$ cat config.mk
export PLATFORM = sky130hd
export DESIGN_NAME = dmem_responder
export DESIGN_NICKNAME = d
export VERILOG_FILES = /design/src/rtl/dmem_responder.sv
export SDC_FILE = /design/constraint.sdc
export NUM_CORES = 2
export LEC_CHECK = 0
export ABC_AREA = 1
export ABC_CLOCK_PERIOD_IN_PS = 9900
export BUFFER_PORTS_ARGS = -buffer_cell sky130_fd_sc_hd__buf_2
export CAP_MARGIN = 40
export CORE_AREA = 2 2 586 1170
export CTS_CLUSTER_SIZE = 12
export DETAILED_ROUTE_END_ITERATION = 10
export DIE_AREA = 0 0 588 1172
export SLEW_MARGIN = 5
export SYNTH_ARGS = -nofsm -noshare
export SYNTH_HDL_FRONTEND = slang
export SYNTH_SLANG_ARGS = --single-unit
export TNS_END_PERCENT = 5
$ cat constraint.sdc
create_clock -name clk_i -period 9.9 [get_ports clk_i]
set_input_delay 1.485 -clock clk_i [delete_from_list [all_inputs] [get_ports clk_i]]
set_output_delay 1.485 -clock clk_i [all_outputs]
set_load 0.01 [all_outputs]
$ cat src/rtl/dmem_responder.sv
// ---------------------------------------------------------------------------
// dmem_responder
//   Multi-cycle data-memory responder for the MEM stage of the pipelined CPU.
//   Each word read/write request is serviced after LATENCY cycles. While the
//   request is in service the pipeline is frozen with stall_o. The access
//   completes in a one-cycle DONE state.
//
// Ports
//   clk_i       : clock, every state update happens on the rising edge
//   rst_i       : synchronous active-high reset
//   req_i       : MEM-stage request (held stable by the CPU while stalled)
//   we_i        : 1 = store word, 0 = load word (sampled with req_i)
//   addr_i      : byte address; word index = addr_i[31:2]
//   wdata_i     : store data
//   stall_o     : freeze PC, IF/ID, ID/EX and EX/MEM
//   rdata_o     : registered load data
//   rvalid_o    : rdata_o valid for the current load (DONE only)
//   err_o       : misaligned or out-of-range access (DONE only)
//   dbg_state_o : current FSM state (0 IDLE, 1 BUSY, 2 DONE)
//
// Handshake: the CPU raises req_i and keeps req_i, we_i, addr_i and wdata_i
// stable for as long as stall_o is 1. The request is latched in the IDLE
// cycle where it is first seen. The pipeline advances on the edge that ends
// the DONE cycle, where stall_o is 0, so the held request is never taken twice.
// ---------------------------------------------------------------------------
module dmem_responder #(
  parameter int DEPTH_WORDS = 128,
  parameter int LATENCY     = 3
) (
  input  logic        clk_i,
  input  logic        rst_i,
  input  logic        req_i,
  input  logic        we_i,
  input  logic [31:0] addr_i,
  input  logic [31:0] wdata_i,
  output logic        stall_o,
  output logic [31:0] rdata_o,
  output logic        rvalid_o,
  output logic        err_o,
  output logic [1:0]  dbg_state_o
);

  localparam int IDX_W = (DEPTH_WORDS > 1) ? $clog2(DEPTH_WORDS) : 1;

  typedef enum logic [1:0] {
    IDLE = 2'd0,
    BUSY = 2'd1,
    DONE = 2'd2
  } state_t;

  state_t      state_q, state_d;
  logic [3:0]  cnt_q, cnt_d;
  logic [31:0] lat_addr_q;
  logic [31:0] lat_wdata_q;
  logic        lat_we_q;

  logic [31:0] mem [DEPTH_WORDS];

  logic        in_idle;
  logic        in_done;
  logic        go_done;
  logic [31:0] acc_addr;
  logic [31:0] acc_wdata;
  logic        acc_we;
  logic        acc_err;
  logic        lat_err;
  logic [IDX_W-1:0] acc_idx;

  function automatic logic addr_bad(input logic [31:0] a);
    return (a[1:0] != 2'b00) || (a[31:2] >= 30'(DEPTH_WORDS));
  endfunction

  // Next-state and counter logic. go_done marks the edge that enters DONE,
  // which is where the memory access itself is performed.
  always_comb begin
    state_d = state_q;
    cnt_d   = cnt_q;
    go_done = 1'b0;
    case (state_q)
      IDLE: begin
        if (req_i) begin
          cnt_d = 4'(LATENCY - 1);
          if (LATENCY > 1) begin
            state_d = BUSY;
          end else begin
            state_d = DONE;
            go_done = 1'b1;
          end
        end
      end
      BUSY: begin
        cnt_d = cnt_q - 4'd1;
        if (cnt_q == 4'd1) begin
          state_d = DONE;
          go_done = 1'b1;
        end
      end
      DONE: begin
        state_d = IDLE;
      end
      default: begin
        state_d = IDLE;
      end
    endcase
  end

  // With LATENCY=1 the access happens on the same edge that latches the
  // request, so the live inputs are used in IDLE and the latched copy after.
  assign in_idle   = (state_q == IDLE);
  assign in_done   = (state_q == DONE);
  assign acc_addr  = in_idle ? addr_i  : lat_addr_q;
  assign acc_wdata = in_idle ? wdata_i : lat_wdata_q;
  assign acc_we    = in_idle ? we_i    : lat_we_q;
  assign acc_err   = addr_bad(acc_addr);
  assign acc_idx   = acc_addr[IDX_W+1:2];
  assign lat_err   = addr_bad(lat_addr_q);

  always_ff @(posedge clk_i) begin
    if (rst_i) begin
      state_q     <= IDLE;
      cnt_q       <= 4'd0;
      lat_addr_q  <= 32'd0;
      lat_wdata_q <= 32'd0;
      lat_we_q    <= 1'b0;
      rdata_o     <= 32'd0;
    end else begin
      state_q <= state_d;
      cnt_q   <= cnt_d;
      if (in_idle && req_i) begin
        lat_addr_q  <= addr_i;
        lat_wdata_q <= wdata_i;
        lat_we_q    <= we_i;
      end
      if (go_done) begin
        if (acc_err) begin
          rdata_o <= 32'd0;
        end else if (!acc_we) begin
          rdata_o <= mem[acc_idx];
        end
      end
    end
  end

  // Storage survives reset; a write caught by reset is dropped.
  always_ff @(posedge clk_i) begin
    if (!rst_i && go_done && acc_we && !acc_err) begin
      mem[acc_idx] <= acc_wdata;
    end
  end

  assign stall_o     = (in_idle && req_i) || (state_q == BUSY);
  assign rvalid_o    = in_done && !lat_we_q && !lat_err;
  assign err_o       = in_done && lat_err;
  assign dbg_state_o = state_q;

endmodule

**Word-level counts from Yosys, hierarchy flattened**

Memory sizes are Yosys's and may differ from the RTL's.
Index checks and enable logic that the tools add are counted.

- Flip-flop bits (word level): 103
- RAM bits: 4096
- Bits of input ports: 68
- Output and inout port bits: 37
- Word-level logic and storage cells: 51
- Memories kept: 1

Memory list:

| name | words | bits a word | rd ports | clocked after Yosys merged registers in | wr ports | line | text |
|---|---|---|---|---|---|---|---|
| mem | 128 | 32 | 1 | 0 | 1 | 57 | `logic [31:0] mem [DEPTH_WORDS];` |

- Add/subtract/negate cells: 1
- $lt $le $gt $ge: 2
- Equality and inequality tests: 6
- Multiplexer cells: 14
- Reductions and logical operators: 21

Operators by type and width:

| kind | number |
|---|---|
| $mux 32 | 4 |
| $ge 30x8->1 const B | 2 |
| $pmux 4 s2 | 1 |
| $logic_and 1x1->1 | 7 |
| $reduce_and 2->1 | 3 |
| $reduce_bool 2->1 | 3 |
| $mux 1 | 5 |
| $eq 4x1->1 const B | 1 |
| $logic_not 1->1 | 4 |
| $mux 2 | 2 |
| $mux 4 | 1 |
| $ne 2x2->1 const B | 2 |
| $pmux 2 s2 | 1 |
| $sub 4x1->4 const B | 1 |
| $logic_or 1x1->1 | 3 |
| $eq 2x1->1 const B | 1 |
| $eq 2x2->1 const B | 1 |
| $logic_not 2->1 | 1 |
| $ne 2x1->1 const B | 1 |

**Logic depth before layout (Yosys ltp)**

- Depth in word-level cells: 8
- Depth in mapped cells: 20
- Gate-level depth less buffers: 17

**Worst setup path after synthesis**

No wires, ideal clock.

- Kind: reg2reg
- Start: reg state_q[0] (netlist: dbg_state_o[0])
- End: mem mem[0][0] (data pin)
- Setup time: 1198 ps
- Arrival time: 6092 ps
- Data required time: 8702 ps
- Path slack: 2611 ps
- Stages on the path, launching flop included: 6
- Buffers on the path: 3
- Period minus slack after synthesis: 7289 ps
- Cell sequence: dfxtp_1 -> nor2_2 -> buf_4 -> clkbuf_1 -> clkbuf_1 -> o21ai_0

- Cells in the longest elaborated chain, start to end: 2

RTL lines:

| item | line | text |
|---|---|---|
| start, declared | 51 | `state_t state_q, state_d;` |
| start signal, assigned | 127 | `state_q <= state_d;` |
| $logic_not 2->1 | 109 | `assign in_idle = (state_q == IDLE);` |
| $mux 32 | 112 | `assign acc_wdata = in_idle ? wdata_i : lat_wdata_q;` |
| named net acc_wdata[0] | 63 | `logic [31:0] acc_wdata;` |
| end, declared | 57 |  |

The timed path passes the listed nets, and every way through them passes these cells.

**Worst setup path after layout**

- Start: reg state_q[1] (netlist: dbg_state_o[1])
- End: reg rdata_o[31]

- Cells in the longest elaborated chain, start to end: 6
- Elaborated cells between the ends (all ways): 13
- Those cells by class: 1 x order compare; 2 x eq/ne; 5 x mux; 4 x reduce/logical; 1 x memory

RTL lines:

| item | line | text |
|---|---|---|
| $logic_not 2->1 | 79, 109 |  |
| $mux 32 | 111 | `assign acc_addr = in_idle ? addr_i : lat_addr_q;` |
| $ge 30x8->1 / $reduce_bool 2->1 (equally long branches) | 70 | `return (a[1:0] != 2'b00) \|\| (a[31:2] >= 30'(DEPTH_WORDS));` |
| $logic_or 1x1->1 | 70 |  |
| $ne 2x1->1 (no line) | -- |  |
| $reduce_and 2->1 (no line) | -- |  |
| end signal, assigned | 138 | `rdata_o <= mem[acc_idx];` |
| end, declared | 37 | `output logic [31:0] rdata_o,` |

Several ways; a longest one is shown, not always the timed one. The select of a mux whose other input is x is not followed.
A chain may end at the register's enable or synchronous reset.

==> results.tsv <==
metric	value	unit
GRT overflow	0	
WL/cell	22.1	um
RSZ-0062 raised after global routing	no	
worst r2r src	dbg_state_o[1]$_SDFFE_PP0P_	
DR iter-0 viols	17200	
Worst Skew	0.0671	ns
count of final hold-check violations	0	
vias in the first global route	104000	
first-pass GRT wire length	761000	um
clk root buf	clkbuf_16	
gate count of the mapped netlist	14900	
crit path capture type	register	
Leak	0.0689	uW
Tcrit/Tclk final	59.1	%
starting density of the core	24.9	%
Max Slew Vio Count	0	
setup TNS	0	ns
#FFs+latches synth	4199	
Nets	15000	
peak supply drop	0.000160	V
syn nets	15000	
Clock Latency Late Sink	1.02	ns
Crit path arrival time	6.71	ns
post-CTS setup buffers	0	
DR vias	114000	
asr flop ratio synth	0	%
Bufs on Longest Clock Path	4	
top routing layer used	met5	
layout cells sized above 1	7.49	%
TritonCTS Sinks	4199	
antenna violations before repair	43	
met1 WL	220000	um
synthesis warning total	0	
Hold Path Class	reg -> reg	
average via count per standard cell	4.68	
commonest cells after routing, fill and taps aside	nand2_1, edfxtp_1, nor2_1, nand3_1, o21ai_0	
most common cell after layout, fill and taps aside	nand2_1	
number of flops mapped to enable cells by yosys	4096	
Die H	1170	um
final worst path period need	5.85	ns
CTS Hold Buffers Added	0	
Routed WL	536000	um
Resize count post-CTS	0	
Num CTS Buffers	426	
Die ar.	689000	sq um
post-synthesis cell type count	28	
met3 WL	62200	um
filler cell count	69400	
clock edge transition at the registers on the reported setup and hold paths	0.06	ns
post-route ant nets	0	
Crit Path Class	reg -> reg	
Max Cap Viol	0	
DR DRC count	0	
area delta synth->final	16.2	%
syn avg cell area	11.4	sq um
Post-Layout Cell Count	24300	
CP Launch Point	dbg_state_o[1]$_SDFFE_PP0P_	
Core Area	681000	sq um
drt pass-1 iters	6	
Power Dens Cells	210	nW/um^2
netlist area before placement	169000	sq um
H-tree depth	5	
Rows	429	
CP startpoint kind	register	
# setup viols final	0	
Final Wtd Congestion	0.877	
largest net degree at the start of global routing	211	
highest clock rate	171	MHz
CTS tree	yes	
met2 routed WL	233000	um
top_reg_cell synth	edfxtp_1	
post-synthesis sequential area ratio	73.8	%
gr usage total	14.9	%
worst-margin pin slew	1.32	ns
IO buf count	104	
slew margin rel.	12.2	%
die width	588	um
Inst Count DP	23500	
num ports	105	
hold_sp	lat_addr_q[3]$_SDFFE_PP0P_	
CP Data Required Time	10.76	ns
DP HPWL	308000	um
CP max FO	141	
outcome	completed	
## flip-flops by register name, indices dropped and copies added, names as in the netlist
name	count
cnt_q	4
mem	4096
lat_wdata_q	32
rdata_o	32
dbg_state_o	2
lat_addr_q	32
lat_we_q	1
## cells by family (layout without fill, tap and decap cells)
logic type,count (synthesis),in the layout,share of synthesized area [%]
AOI/OAI and AO/OA,1284,1284,3.80
adders and majority gates,2,2,0.0148
buffers and inverters,1323,1635,3.35
DFF,4199,4199,73.8
other,0,8,0
and+or+nand+nor,8081,8081,19.0
## cell usage after synthesis (4+ instances only)
cell type     n  share of area, %
inv_1       469               1.0
nand4_1     203              0.75
buf_4        34              0.15
or2_2         4             0.015
nor4_1       10             0.037
inv_2         4            0.0089
dfxtp_1     103               1.2
clkbuf_1    327              0.72
nand2_1    4905                11
buf_1        33             0.073
nand3_1    1062               3.1
o21ai_0     957               2.8
buf_2       454               1.3
nor2_2        6             0.022
edfxtp_1   4096                73
nand2_2       5             0.018
o21ai_1     239              0.71
nor2_1     1876               4.2
a21oi_1      82              0.24
nor3_1        5             0.015
o211ai_1      5             0.022
## layer usage
metal	vias up	global-route usage [%]
met2	6238	22.0
li1	50800	-
met3	888	3.35
met4	20	5.07
met5	-	0
met1	55700	21.3
## per-stage QoR
stage | setup slack [ns] | hold WS (ns) | util [%] | cell area (sq um) | power, uW
after floorplan | 2.61 | 0.425 | - | 169000 | 23900
after global placement | 3.43 | 0.453 | 26.6 | 181000 | 26500
after detailed placement | 3.72 | 0.455 | 27.1 | 184000 | 26600
after CTS | 4.16 | 0.463 | 28.9 | 197000 | 41400
after global routing | 3.88 | 0.501 | 28.9 | 197000 | 42500
final | 4.05 | 0.463 | 28.9 | 197000 | 41300
## where the power goes
part / total, uW / internal (uW) / switching (uW)
Combinational: 6310 / 1240 / 5060
Sequential: 20000 / 20000 / 13.0
Clock: 15000 / 8250 / 6750
## layout make-up
class | count | area [sq um] | area share (%)
diodes | 8 | 20.0 | 0.0102
clock buffers | 605 | 11700 | 5.93
clock inverters | 127 | 907 | 0.461
inverters | 473 | 1780 | 0.901
multi-input cells | 9367 | 40300 | 20.5
flip-flops and latches | 4199 | 125000 | 63.5
well taps | 9051 | 11300 | 5.75
repair buffers | 430 | 5940 | 3.01
## worst max-delay path, cell delays in order (launching register included)
cell     delay, ns
dfxtp_1       0.39
nor2_4        0.63
nand2_1       0.27
nand2_8       0.55
buf_12        0.44
buf_4         0.72
nand2_1       0.12
o21ai_0       0.23
nand2_1       0.11
nand2_1       0.12
nand2_1       0.07
nand2_1       0.17
nand2_1       0.07
nand2_1       0.19
nor2_1        0.10
nor2_1        0.49
nor2_1        0.34
nand2_1       0.15
a21oi_1       0.07
## path summary, 6_finish.rpt
path,to,slack (ns),depth (start not counted)
setup reg to reg,rdata_o[31]$_SDFFE_PP0P_,4.05,18
setup / recovery,rdata_o[31]$_SDFFE_PP0P_,4.05,18
hold / removal,lat_addr_q[3]$_SDFFE_PP0P_,0.46,2
hold reg to reg,lat_addr_q[3]$_SDFFE_PP0P_,0.46,2
No activity file was read; power rests on OpenSTA's default activity.
